--- src/rtl/count_load_sequencer.sv ---
// Command sequencer for a loadable up counter: queues {start, stop} pairs,
// loads each start value into the counter and signals done once it reaches stop.
module count_load_sequencer #(
    parameter int unsigned FIFO_DEPTH = 4
) (
    input  logic       clk,
    input  logic       rst,
    input  logic       cmd_valid,
    output logic       cmd_ready,
    input  logic [3:0] cmd_start,
    input  logic [3:0] cmd_stop,
    input  logic       abort,
    input  logic [3:0] cnt_in,
    output logic       ld,
    output logic [3:0] ldvalue,
    output logic       busy,
    output logic       done
);

    localparam int unsigned PTR_W = (FIFO_DEPTH > 1) ? $clog2(FIFO_DEPTH) : 1;
    localparam int unsigned CNT_W = PTR_W + 1;

    typedef enum logic [1:0] {
        IDLE,
        LOAD,
        RUN
    } state_t;

    state_t           state_q;
    logic [7:0]       mem_q [FIFO_DEPTH];
    logic [PTR_W-1:0] wr_ptr_q;
    logic [PTR_W-1:0] rd_ptr_q;
    logic [CNT_W-1:0] count_q;
    logic [CNT_W-1:0] count_d;
    logic [3:0]       stop_q;
    logic             ld_q;
    logic [3:0]       ldvalue_q;
    logic             busy_q;
    logic             done_q;

    logic       full;
    logic       empty;
    logic       push;
    logic       pop;
    logic       match;
    logic [3:0] head_start;
    logic [3:0] head_stop;

    assign full      = (count_q == CNT_W'(FIFO_DEPTH));
    assign empty     = (count_q == '0);
    assign cmd_ready = !full && !rst;
    assign push      = cmd_valid && cmd_ready;
    assign match     = (cnt_in == stop_q);

    assign {head_start, head_stop} = mem_q[rd_ptr_q];

    // The head is consumed when a command starts from IDLE, or when the active
    // command completes and the next one chains straight into LOAD.
    always_comb begin
        // NOTE: every signal driven here gets a default first so no latch is inferred.
        pop     = 1'b0;
        count_d = count_q;
        case (state_q)
            IDLE:    pop = !empty;
            RUN:     pop = match && !abort && !empty;
            default: pop = 1'b0;
        endcase
        if (push && !pop) begin
            count_d = count_q + 1'b1;
        end else if (pop && !push) begin
            count_d = count_q - 1'b1;
        end
    end

    // NOTE: storage array is not reset; the pointers and count define validity.
    always_ff @(posedge clk) begin
        if (push) begin
            mem_q[wr_ptr_q] <= {cmd_start, cmd_stop};
        end
    end

    always_ff @(posedge clk) begin
        // NOTE: sequential state uses non-blocking assignments only.
        if (rst) begin
            wr_ptr_q <= '0;
            rd_ptr_q <= '0;
            count_q  <= '0;
        end else begin
            if (push) begin
                wr_ptr_q <= wr_ptr_q + 1'b1;
            end
            if (pop) begin
                rd_ptr_q <= rd_ptr_q + 1'b1;
            end
            count_q <= count_d;
        end
    end

    always_ff @(posedge clk) begin
        if (rst) begin
            state_q   <= IDLE;
            stop_q    <= '0;
            ld_q      <= 1'b0;
            ldvalue_q <= '0;
            busy_q    <= 1'b0;
            done_q    <= 1'b0;
        end else begin
            ld_q   <= 1'b0;
            done_q <= 1'b0;
            case (state_q)
                IDLE: begin
                    if (!empty) begin
                        stop_q    <= head_stop;
                        ld_q      <= 1'b1;
                        ldvalue_q <= head_start;
                        busy_q    <= 1'b1;
                        state_q   <= LOAD;
                    end
                end
                LOAD: begin
                    if (abort) begin
                        busy_q  <= 1'b0;
                        state_q <= IDLE;
                    end else begin
                        state_q <= RUN;
                    end
                end
                RUN: begin
                    // Abort wins over a coincident match: no done for a cancelled command.
                    if (abort) begin
                        busy_q  <= 1'b0;
                        state_q <= IDLE;
                    end else if (match) begin
                        done_q <= 1'b1;
                        if (!empty) begin
                            stop_q    <= head_stop;
                            ld_q      <= 1'b1;
                            ldvalue_q <= head_start;
                            state_q   <= LOAD;
                        end else begin
                            busy_q  <= 1'b0;
                            state_q <= IDLE;
                        end
                    end
                end
                default: begin
                    busy_q  <= 1'b0;
                    state_q <= IDLE;
                end
            endcase
        end
    end

    assign ld      = ld_q;
    assign ldvalue = ldvalue_q;
    assign busy    = busy_q;
    assign done    = done_q;

endmodule

--- config.mk ---
export PLATFORM = sky130hd
export DESIGN_NAME = count_load_sequencer
export DESIGN_NICKNAME = d
export VERILOG_FILES = /design/src/rtl/count_load_sequencer.sv
export SDC_FILE = /design/constraint.sdc
export NUM_CORES = 1
export LEC_CHECK = 0
export ABC_AREA = 1
export BUFFER_PORTS_ARGS = -buffer_cell sky130_fd_sc_hd__buf_2
export CORE_MARGIN = 4
export CORE_UTILIZATION = 50
export DETAILED_ROUTE_END_ITERATION = 7
export PLACE_DENSITY = 0.72
export SKIP_LAST_GASP = 1
export SLEW_MARGIN = 20
export SYNTH_ARGS = -nofsm -noshare
export SYNTH_HDL_FRONTEND = slang
export SYNTH_SLANG_ARGS = --single-unit
--- constraint.sdc ---
create_clock -name clk -period 1.77 [get_ports clk]
set_input_delay 0.2655 -clock clk [delete_from_list [all_inputs] [get_ports clk]]
set_output_delay 0.2655 -clock clk [all_outputs]
set_load 0.03 [all_outputs]
== Word-level counts from Yosys, hierarchy flattened ==
Memories as Yosys holds them, arrays and structs flattened. A register that Yosys moved wholly into a read port is not among the register bits.
Cells that the tools add are included.

* RAM bits: 32
* Memories kept: 1
* Bits in latches: 0
* ROM bits: 0
* Input port bits: 16
* Register bits: 20

{| class="wikitable"
|+ Memory list
! name !! depth !! bits a word !! rd ports !! clocked after Yosys merged registers in !! wr ports !! line !! RTL
|-
| mem_q || 4 || 8 || 1 || 1 || 1 || 30 || <nowiki>logic [7:0] mem_q [FIFO_DEPTH];</nowiki>
|}

* Reductions and logical operators: 20
* Divide/modulo/power cells: 0
* Eq/ne operators: 10
* Order comparisons: 0
* $mul: 0
* Shifts and indexed selects: 0
* Bitwise operators: 1
* Mux-type cells: 32
* $add $sub $neg: 4

{| class="wikitable"
|+ Operators with widths
! operator !! count
|-
| 4-bit 2-to-1 mux || 6
|-
| 4-bit one-hot mux with 2 select lines || 2
|-
| 1-bit 2-to-1 mux || 12
|-
| 2-bit 2-to-1 mux || 6
|-
| 2-bit != test, second input constant || 4
|-
| 1-bit logical AND || 6
|-
| 1-bit zero test || 6
|-
| 3-bit 2-to-1 mux || 2
|-
| 3-bit != test, second input constant || 2
|-
| 2-bit one-hot mux with 3 select lines || 1
|-
| 2-bit by 1-bit adder with 2-bit output, second input constant || 2
|-
| 4-bit == test || 1
|-
| 1-bit one-hot mux with 2 select lines || 2
|-
| 4-bit AND reduction || 1
|-
| 2-bit nonzero test || 2
|-
| 3-bit by 1-bit adder with 3-bit output, second input constant || 1
|-
| 3-bit == test, second input constant || 1
|-
| 3-bit zero test || 1
|-
| 1-bit one-hot mux with 3 select lines || 1
|-
| 3-bit AND reduction || 1
|-
| 3-bit OR reduction || 1
|-
| 3-bit by 1-bit subtractor with 3-bit output, second input constant || 1
|-
| 2-bit by 1-bit == test with 1-bit output, second input constant || 1
|-
| 2-bit == test, second input constant || 1
|-
| 3 further kinds || 3
|}

== Longest topological paths before layout ==
Gate-level depths: netlist of run 1.

* Word-level depth: 8
* Depth in mapped cells: 15

== Worst setup path after synthesis of run 1 ==
No wires, ideal clock.

* Path type: register to register
* Start point: register count_q[1]
* End point: register count_q[2]
* Required time: 1.648 ns
* Setup slack: -0.759 ns
* Arrival: 2.407 ns
* Path buffers: 0
* Stages on the path, launching flop included: 12
* Setup time: 0.122 ns
* Cells stage by stage: dfxtp_1 inv_1 a31oi_1 nand2_1 inv_1 ha_1 inv_1 fa_1 a21oi_1 o21ai_0 o21ai_0 a21oi_1

* Longest elaborated chain between the ends: 7

{| class="wikitable"
|+ RTL lines
! element !! line !! RTL
|-
| from (decl) || 33 || <nowiki>logic [CNT_W-1:0] count_q;</nowiki>
|-
| from (signal assigned) || 95 || <nowiki>count_q <= count_d;</nowiki>
|-
| 3-bit == test (*) || 49 || <nowiki>assign full = (count_q == CNT_W'(FIFO_DEPTH));</nowiki>
|-
| 1-bit zero test (*) || 51 || <nowiki>assign cmd_ready = !full && !rst;</nowiki>
|-
| 1-bit logical AND (*) || 51 ||
|-
| via cmd_ready || 9 || <nowiki>output logic cmd_ready,</nowiki>
|-
| 1-bit logical AND (*) || 52 || <nowiki>assign push = cmd_valid && cmd_ready;</nowiki>
|-
| via push || 43 || <nowiki>logic push;</nowiki>
|-
| 1-bit zero test || 70 || <nowiki>end else if (pop && !push) begin</nowiki>
|-
| 1-bit logical AND || 70 ||
|-
| 2-bit nonzero test (no source line) || n/a ||
|}

Mark *: on every way through the listed nets, which the timed path passes. The rest lies on a longest branch. The select of a mux whose other input is x is not followed.
A chain may end at the register's enable or synchronous reset.

== Worst setup path after layout of run 1 ==
* Start point: register count_q[1]
* End point: register count_q[2]

* Longest elaborated chain between the ends: 7

{| class="wikitable"
|+ RTL lines
! element !! line
|-
| 3-bit zero test or 3-bit == test (tied branches) || 50, 49
|-
| 1-bit zero test, on equally long branches || n/a
|-
| 1-bit logical AND, on equally long branches || 65, 51
|-
| 1-bit one-hot mux with 2 select lines or 1-bit logical AND (tied branches) || 63, 52
|-
| 1-bit zero test, on equally long branches || 68, 70
|-
| 1-bit logical AND, on equally long branches || 68, 70
|-
| 3-bit 2-to-1 mux or 2-bit nonzero test (tied branches) || n/a
|}

Parallel ways exist; a longest one is shown, timed or not. The select of a mux whose other input is x is not followed.

==> results of run 1 <==
## worst paths after layout
kind / from / end / slack [ns] / cells past startpoint
setup / recovery: count_q[1] / count_q[2] / -0.02 / 12
hold / removal: cmd_start[2] / mem_q[1][6] / 0.17 / 1
setup reg to reg: count_q[1] / count_q[2] / -0.02 / 12
hold reg to reg: ldvalue[0] / ldvalue[0] / 0.48 / 2
## cells in the mapped netlist (all sizes together)
| cell type | count |
|---|---|
| a21oi | 7 |
| a31oi | 1 |
| buf | 6 |
| clkbuf | 1 |
| dfxtp | 22 |
| edfxtp | 32 |
| fa | 1 |
| ha | 5 |
| inv | 28 |
| nand2 | 23 |
| nand3 | 6 |
| nand4 | 2 |
| nor2 | 57 |
| o21ai | 38 |
| xor2 | 2 |
## power breakdown
group / switching [mW] / internal (mW)
Sequential: 0.160 / 1.55
Clock: 0.390 / 0.422
Combinational: 0.869 / 0.537
## critical path: stages (launching register included)
cell and delay (ns):
dfxtp_4 0.37, inv_4 0.07, nand3_1 0.10, o21ai_1 0.09
nor2_1 0.06, nand2_2 0.09, ha_4 0.12, inv_2 0.04
fa_2 0.36, a21oi_2 0.15, o21ai_2 0.07, o21ai_1 0.12
a21oi_1 0.05
## stage by stage
stage / instance area, sq um / setup WS, ns / setup TNS, ns
after global placement: 2510 / 0.0435 / 0
after floorplan: 2270 / -0.152 / -0.232
after CTS: 2620 / 0.00262 / 0
after detailed placement: 2510 / 0.00190 / 0
final: 2640 / -0.0191 / -0.0191
after global routing: 2640 / -0.207 / -0.307
## per-layer routing
metal	vias to the layer above	global-route usage, %
met2	36	23.9
met3	6	4.81
li1	830	-
met4	0	6.52
met1	696	18.4
met5	-	0
## sequential cells by signal, summed over array words and instances, names as in the netlist, named ones only
signal	cells
ldvalue	4
done	1
count_q	3
stop_q	4
rd_ptr_q	2
mem_q	32
busy	1
ld	1
state_q	2
wr_ptr_q	2
## cell type report
| cell class | instances | share of cell area (%) |
|---|---|---|
| Sequential cell | 54 | 53.5 |
| Multi-Input combinational cell | 142 | 27.4 |
| Timing Repair Buffer | 37 | 8.34 |
| Inverter | 28 | 4.07 |
| Clock buffer | 5 | 2.61 |
| Tap cell | 52 | 2.46 |
| Clock inverter | 3 | 1.61 |
## repair_timing
action	CTS	global route
setup buffers	0	0
endpoints found under the setup margin	0	2
gates resized for setup	0	10
endpoints found under the hold margin	0	0
## cells by family (layout without fill, tap and decap cells)
logic type               count (synthesis)  count (layout)
AND/OR/NAND/NOR                         88              88
buffers and inverters                   35              73
XOR/XNOR                                 2               2
adder cells (fa/ha/maj)                  6               6
AO/OA/AOI/OAI                           46              46
flip-flops                              54              54
==> summary.md, run 1 <==
The mux share of post-synthesis cell area is 0%. The run gives 54 as the total number of clock tree sinks. The flow ran to the end, but the final reports show violations.

The row count is 24, and the clock transition at the registers of the reported paths is 0.10 ns. Entering global routing, the biggest net connects 18 pins. The die area is 5610 sq um. The detailed router used layers up to and including met4. The worst setup path is of the flip-flop to flip-flop kind. The run gives 290 as the final-stage net count. Setup repair after global routing could not meet its margin everywhere. After floorplanning, the core was sized to cover 4350 sq um.

After synthesis, the cell types taking the most area are edfxtp_1 (43%), dfxtp_1 (20%), nor2_1 (9.6%). Synthesis produced a netlist with a net count of 253. The worst pin sits at a relative slew slack of 66.3%. The chip height works out to 74.9 microns. Cell type with the highest aggregate area in the netlist: edfxtp_1. Counting distinct cell types in the post-synthesis netlist gives 21.

The area growth from synthesis to layout is 18.1%. The half-perimeter wire length after placement was 2610 microns; the overall via count from detail_route was 1568. The final critical path takes up 101% of the cycle. Counting the buffers created by CTS gives 5. Summing all flip-flop and latch instances after layout gives 1410 sq um. The final layout contains routed wiring with a total length of 3740 microns. Number of global-route vias before repair: 1416. The first global-routing pass estimated 6220 microns of wire.

Sequential elements use 62.7% of the synthesized area. After Yosys synthesis, full adders, half adders and majority gates account for 3.69% of the synthesized area. For the number of max-slew violations in the final report, the log shows 0. The tools report the number of diodes added for antenna fixing as 0. Leaving out fill and tap cells, the most frequent cell in the layout is nor2_1. Averaged over all synthesized cells, the footprint is 9.68 sq um.

Routed length on met1: 1750 microns. Global routing finished with a remaining overflow of 0. At the later pin of the worst-skew pair, clock insertion delay measures 0.31 ns.

The detail route stage leaves a number of antenna-violating nets equal to 0. The congestion estimate from routability-driven global placement came to 0.812. The total length of routed met3 wires is 207 microns.

Summing the areas of all xor and xnor instances in the mapped netlist gives 0.783% of the synthesized area. The logs give 2.00 ns for the arrival time of data at the critical path endpoint and 0 for the total of warnings raised by yosys. The final hold slack was 0.170 ns. Share of post-route cells with drive strength above 1: 24.2%.

End-of-flow core utilization: 60.7%. The run gives 1 as the number of setup violations in the final report. For the pin with the worst max-slew slack, the measured transition is 0.505 ns.

Wire segments on met2 add up to 1730 microns in the final route. The synthesized design devotes to its leading area cell type 43.0% of total area. Counting I/O delays and the setup requirement, the final critical path takes 1.79 ns. The library cells used most frequently in the layout, excluding fill and tap cells, are nor2_1 (57), edfxtp_1 (32), o21ai_0 (30), inv_1 (23), buf_2 (23). Once the floorplan was initialized, standard cells occupied 51.4% of the core. In this run the number of H-tree levels came out at 2.

In this run, post-CTS hold repair placed 0 buffers. For this design the ratio of total power to cell area is 1490 nW/um^2. The tools report the clock tree root buffer cell as clkbuf_8. The tools report the peak supply drop as 0.644 mV. In this run the horizontal extent of the chip is 74.9 microns.

STA puts the critical path data required time at 1.98 ns. No sink is reached through more buffers than the 2 on the longest clock path. Dividing the detail-routed via count by the number of cells gives 4.88.

The run gives 4 as the first-pass iteration count of the detailed router. Clock skew on the completed layout was measured at 0.0108 ns. Max-cap violations in this run came to 0. The total area of multi-input combinational cells was 724 sq um. TritonCTS built the clock tree.

The hold violation count in the final report is 0. Type of element launching the critical path: a flip-flop. Flop and latch count out of synthesis: 54.

The cell count after synthesis came out at 231. The iteration-0 DRC count of the detailed router was 97; the number of antenna violations at the first check in global routing was 0. The routed length per instance was 11.7 microns; the number of I/O port buffers was 23. For this run, design rule violations remaining after detail routing come to 0. The tools report the endpoint type of the worst setup path as a flip-flop.

The sum of internal, switching and leakage power is 3.93 mW. Summed over all cells, the static leakage comes to 1.10 nW. The tools report the total instance count after detailed placement as 313. The final reports fail on negative setup slack. The synthesized netlist devotes 10.5% of its cell area to compound gates. The final worst-path setup slack is -0.0191 ns, and the simple-gate area share of the yosys netlist is 15.4%.

After synthesis, the largest family of logic cells by area is simple AND/OR/NAND/NOR gates. The post-route non-filler standard cell count came out at 321. The number of fill cells came out at 358. The tools report the count of boundary I/O pins as 24. The path class of the lowest-slack min-delay path was input pin to flip-flop. Peak clock frequency supported by timing: 0.559 GHz. Of all nets on the critical path, the largest fanout is 4. Across every metal layer, demand over resource in global routing totals 14.9%. The cell area that synthesis handed to floorplanning was 2240 sq um.
(Power assumes the default switching activity.)
==> run 2, diff against run 1 <==
CORE_UTILIZATION = 51   (was 50)
PLACE_DENSITY = 0.74   (was 0.72)
SKIP_LAST_GASP = not set   (was 1)
==> summary.md, run 2 (synthesized netlist as in run 1, its figures left out) <==
The flow ran to the end, and the final reports show no timing, DRC or antenna violations. The worst-path cell with the longest stage delay is dfxtp_2. The library cell used most frequently in the layout, excluding fill and tap cells, is nor2_1.

The final-stage net count was 291. The first-pass iteration count of the detailed router is 4, and the arrival time of data at the critical path endpoint is 1.96 ns. The endpoint identified for the worst register-to-register timing path is count_q[2].

The number of clock buffers added by TritonCTS is 5. The path class of the tightest hold or removal check is input pin to flip-flop. The logs give 1720 microns for the routed length on met1 and 0 for the hold buffer count at CTS. The iteration-0 DRC count of the detailed router is 71. The floorplan has 23 rows. The final critical path time including I/O delays and setup was 1.75 ns.

TritonCTS built the clock tree. The number of diodes added for antenna fixing was 0. The run gives 0 as the overall overflow remaining after global route. The worst register-to-register path begins at count_q[0].

The count of boundary I/O pins is 24. Overall via count from detail_route: 1612. For this design the ratio of total power to cell area is 1460 nW/um^2. The required time of the critical path is 1.98 ns. The worst hold path begins at cmd_stop[1]. For the largest buffer count on any clock path, the log shows 2. The number of setup violations in the final report is 0.

The die is 74.2 microns wide. STA classifies the critical path startpoint as a flip-flop. The cell family contributing the most delay on the critical path is compound AO/OA/AOI/OAI gates.

The area used by sequential logic in the layout was 1410 sq um; the post-route non-filler standard cell count was 320. Detailed placement finished with a half-perimeter wire length of 2770 microns. The count of buffering cells on the critical path with inverters included was 3.

After clock tree synthesis, the clock-pin slew on the worst setup and hold paths is 0.10 ns. Global-route wire length before repair: 6560 microns. The filler cells instantiated in the layout total 341. The die covers 5510 sq um. The run gives 0 as the number of antenna violations at the first check in global routing. Traced cell by cell, the critical path runs through inv_2 > a31oi_4 > nand2_2 > inv_2 > ha_4 > inv_2 > fa_2 > a21oi_2 > o21ai_2 > o21ai_1 > a21oi_1. Number of max-capacitance violations reported: 0. The congestion estimate from routability-driven global placement came to 0.832. Routed length per instance: 12.3 microns. The flip-flop count of the largest register, all copies and words added is 32. The number of I/O port buffers came out at 23.

For the number of max-slew violations in the final report, the log shows 0. The design draws 3.85 mW. Of the available clock period, the critical path in the final layout requires 99.0%.

The cell depth of the worst hold path works out to 1. More flip-flops sit in one register than any other, and that register is mem_q. In this run the tightest slew margin relative to its limit is 66.4%. Static timing analysis puts the maximum clock frequency at 0.571 GHz. The total area inside the core boundary comes to 4120 sq um.

Type of the worst setup path: flip-flop to flip-flop. Depth of the worst register-to-register path: 11. Counting stages on the worst path, the most repeated cell is inv_2.

Global routing used 15.8% of the available tracks. The highest layer touched by signal routing is met4. The setup slack of the most critical reg-to-reg path was 0.02 ns.

The largest single stage delay on the critical path is 0.35 ns. The maximum fanout encountered on the critical timing path came out at 3. Endpoint type of the worst setup path: a flip-flop.

Summed over all layers, the routed wires come to 3930 microns. Initial cell density of the core: 54.3%. Entering global routing, the biggest net connects 20 pins. The hold violation count in the final report was 0; the clock skew after layout was 0.00629 ns.

In this run the static leakage power is 1.10 nW. For the pin with the worst max-slew slack, the measured transition is 0.504 ns. Clock latency on the worst-skew pair, taken at its later pin, is 0.31 ns. The run gives 0.700 mV as the peak supply drop. The routed design uses 230 microns of met3 wire. The top cell types in the final layout, fill and taps aside, are nor2_1 (57), edfxtp_1 (32), o21ai_0 (30), buf_2 (23), nand2_1 (21).

Clock tree synthesis selected as its root buffer the cell clkbuf_8. The chip height was 74.2 microns; the wire length on met2 was 1940 microns. Dividing the detail-routed via count by the number of cells gives 5.04. For the number of global-route vias before repair, the log shows 1567.

For the total area of multi-input combinational cells, the log shows 726 sq um. Once placement completed, the tool counted placed cells totaling 311. Cells with a size suffix above 1 make up 25.9% of the layout.

The remaining design rule violation count is 0. Synthesis-to-layout area growth: 17.8%. The worst-case hold path end point is mem_q[1][1]. The count of antenna-violating nets left after detailed routing is 0, and the total number of clock tree sinks is 54.

Setup repair after global routing could not meet its margin everywhere. CTS built an H-tree with a depth of 2.
[run 2: stage by stage]
stage	area, sq um	hold WS, ns	util (%)	TNS (ns)	setup WS [ns]
after floorplan	2270	0.330	-	-0.232	-0.152
after global placement	2510	0.461	60.9	0	0.0321
after detailed placement	2510	0.472	60.9	0	0.000331
after CTS	2600	0.155	63.3	0	0.00759
after global routing	2630	0.149	64.0	-0.214	-0.122
final	2630	0.166	64.0	0	0.0180
[run 2: where the power goes]
group | total (mW) | internal, mW | switching [mW]
Sequential | 1.72 | 1.55 | 0.166
Combinational | 1.41 | 0.544 | 0.870
Clock | 0.721 | 0.296 | 0.425
Total | 3.85 | 2.39 | 1.46
[run 2: worst max path at each step]
stage,from,end,slack [ns],cells after the start
floorplan,count_q[0],count_q[2],-0.15,11
global placement,cnt_in[3],count_q[2],0.03,15
detailed placement,cnt_in[3],count_q[2],0.0003,15
CTS,count_q[1],count_q[2],0.008,12
global route,stop_q[1],count_q[2],-0.12,14
finish,count_q[0],count_q[2],0.02,11
[run 2: final cells by class]
type	instances	area share, %
repair buffers	38	8.65
multi-input cells	142	27.6
flip-flops and latches	54	53.6
inverters	28	4.09
clock inverters	3	1.09
well taps	50	2.38
clock buffers	5	2.61
[run 2: timing repair]
item,CTS,global route
gates resized for setup,0,13
setup endpoints to repair,0,2
hold endpoints to repair,0,0
setup buffers,0,1
[run 2: layer usage]
layer / vias up / global-route usage [%]
li1: 829 / -
met1: 734 / 18.3
met2: 44 / 28.4
met3: 5 / 4.46
met4: 0 / 4.94
met5: - / 0
==> run 3, diff against run 2 <==
CORE_ASPECT_RATIO = 1.5   (was not set)
CORE_MARGIN = 5   (was 4)
==> summary.md, run 3 (synthesized netlist as in run 1, its figures left out) <==
The flow ran to the end, and the final reports show no timing, DRC or antenna violations. The initial cell density of the core was 52.7%. The number of max-slew violations in the final report is 0, and the die area is 5840 sq um.

Compared with the post-synthesis result, the final layout area differs by 17.1%. The clock tree synthesis step divided the H-tree into 2 levels. IR analysis of the VDD net gives a maximum drop of 1.05 mV. The chip height came out at 91.1 microns. TritonCTS created 5 clock buffers. The post-route fraction of the period consumed by the critical path was 99.2%; the flip-flop count of the largest register, all copies and words added was 32. The tree is rooted in a clkbuf_8.

At the pin with the least slew margin, the transition time is 0.514 ns. During I/O placement, the number of pins put on the boundary was 24. Entering global routing, the biggest net connects 19 pins. The analysis attributes to net switching a power of 1.43 mW. The run gives 0 as the overall overflow remaining after global route.

The maximum fanout encountered on the critical timing path was 3. The first global-routing pass estimated 6400 microns of wire. Net switching is 37.6% of the power. Summed over all cells, the static leakage comes to 1.09 nW. After layout, the minimum clock period comes to 1.76 ns. In the global route stage, overall resource usage came out at 14.2%. The logs give 1484 for the number of global-route vias before repair and 0.00595 ns for the clock skew after layout. The worst setup path is captured at a flip-flop. Summed over all layers, the routed wires come to 3830 microns.

Iteration-0 DRC count of the detailed router: 56. The final worst-path setup slack was 0.0139 ns. The layout has 342 filler cells.

Once detail routing completed, the nets flagged for antenna violations numbered 0. For this run, global-route usage on met2 was measured as 25.2%. The critical path goes through inv_2 > a31oi_4 > nand2_2 > inv_2 > ha_4 > inv_2 > fa_2 > a21oi_2 > o21ai_1 > o21ai_1 > a21oi_1. The combinational cell fraction of total power is 36.5%, and the later-pin clock latency in the skew report is 0.32 ns. Routability-driven placement finished with a final weighted congestion of 0.749.

For this run, design rule violations remaining after detail routing come to 0. Leaving out fill and tap cells, the most frequent cells in the layout are nor2_1 (57), edfxtp_1 (32), o21ai_0 (30), buf_2 (23), inv_1 (22). Global routing consumed, on the met1 layer, 14.6% of the routing resources. Worst-path cell with the longest stage delay: dfxtp_2. The worst setup path is of the flip-flop to flip-flop kind. Leaving out fill and tap cells, the most frequent cell in the layout is nor2_1. After global routing, the most crowded layer is met2. The clock net in this run drives a total of 54 sinks. The repair_antennas step left the layout with diodes totalling 0.

The number of antenna violations at the first check in global routing came out at 0. The longest clock path from root to sink contains 2 buffers. For the worst setup path, the data required time is 1.98 ns. In the final layout, the share of cells above drive strength 1 is 24.4%. Setup repair after global routing could not meet its margin everywhere.

The logs give -0.0107 ns for the pre-CTS setup slack and 0 for the number of max-capacitance violations reported. The tools report the register share of total power as 44.8%. TritonCTS built the clock tree. In this run the horizontal extent of the chip is 64.1 microns.

The type of element launching the critical path is a flip-flop. Path class of the lowest-slack min-delay path: input pin to flip-flop. Based on the critical path, the design can be clocked at up to 0.569 GHz.

Cell internal power was estimated by the tool at 2.37 mW. After detailed routing, the number of vias per cell comes to 4.92. The cell with the most instances on the worst path is inv_2. The first detailed-routing pass took 4 iterations.

Once detailed placement completed, the half-perimeter wirelength came to 2680 microns. The floorplan has 29 rows. At the worst endpoint, the arrival time is 1.97 ns. For the proportion of power drawn by the clock network, the log shows 18.6%. The number of buffers inserted by post-CTS setup repair was 0.

In the final timing run, aggregate negative setup slack is 0 ns. The tools report the global-route met3 utilization as 3.83%. Routed length per instance: 12.1 microns. The placeable core area was 4250 sq um; the power density normalized to cell area was 1450 nW/um^2. Overall power consumption after layout is estimated at 3.80 mW. The worst pin sits at a relative slew slack of 65.7%. The stage delay of the slowest cell on the critical path is 0.35 ns. Clock-pin slew was measured on the worst setup and hold paths at 0.10 ns. The number of I/O port buffers came out at 23.

On the final layout, the worst hold slack is 0.157 ns. mem_q holds more flip-flops than any other register. The run gives 2620 sq um as the final cell area excluding filler cells. Setup violations remaining at the end of the flow were counted as 0. The run gives 291 as the final-stage net count. The overall via count from detail_route was 1554; the hold violation count in the final report was 0. The area after detailed placement came out at 2510 sq um.
==> run 3: changes by cell type in the layout (fill, tap and decap cells not counted), sizes merged <==
cell,change
inv,-1
clkinvlp,+1
==> run 3: path summary, 6_finish.rpt <==
check / start / endpoint / slack, ns / cells past startpoint
worst max-delay path: count_q[0] / count_q[2] / 0.01 / 11
worst min-delay path: cmd_start[3] / mem_q[1][7] / 0.16 / 1
worst max register to register: count_q[0] / count_q[2] / 0.01 / 11
worst min register to register: ldvalue[1] / ldvalue[1] / 0.48 / 2
==> run 3: layout make-up <==
class / instances / area [sq um] / share of cell area, %
tap: 46 / 57.6 / 2.20
timing repair buffer: 38 / 228 / 8.70
sequential: 54 / 1410 / 53.8
multi-input combinational: 142 / 724 / 27.7
clock inverter: 3 / 25.0 / 0.956
clock buffer: 5 / 68.8 / 2.63
inverter: 28 / 108 / 4.11
==> run 3: layer usage <==
layer | wire length (microns) | share of wire (%)
met3 | 173 | 4.5
met5 | 0 | 0
met2 | 1940 | 51
met4 | 100 | 2.6
met1 | 1610 | 42
==> run 3: worst max-delay path: cells and delay by family (launching register included) <==
kind,cells,cell delay [ns]
flops,1,0.35
compound gates,5,0.59
buf+inv,3,0.17
fa+ha+maj,2,0.46
simple gates,1,0.09
==> run 3: repair_timing <==
action	in CTS	in global routing
cloned	0	0
gates resized for setup	4	4
setup endpoints to repair	1	2
pin swaps	1	2
hold buffers	0	0
==> run 3: power by group through the flow <==
stage	clock [mW]	combinational, mW	sequential, mW
after floorplan	0	0.988	1.78
after global placement	0	1.33	1.72
after detailed placement	0	1.36	1.72
after CTS	0.725	1.40	1.70
after global routing	0.773	1.58	1.74
final	0.708	1.39	1.70
==> run 3: metrics by stage <==
stage	instances	util [%]
after floorplan	231	-
after global placement	308	59.1
after detailed placement	308	59.1
after CTS	316	61.6
after global routing	316	61.7
final	316	61.7
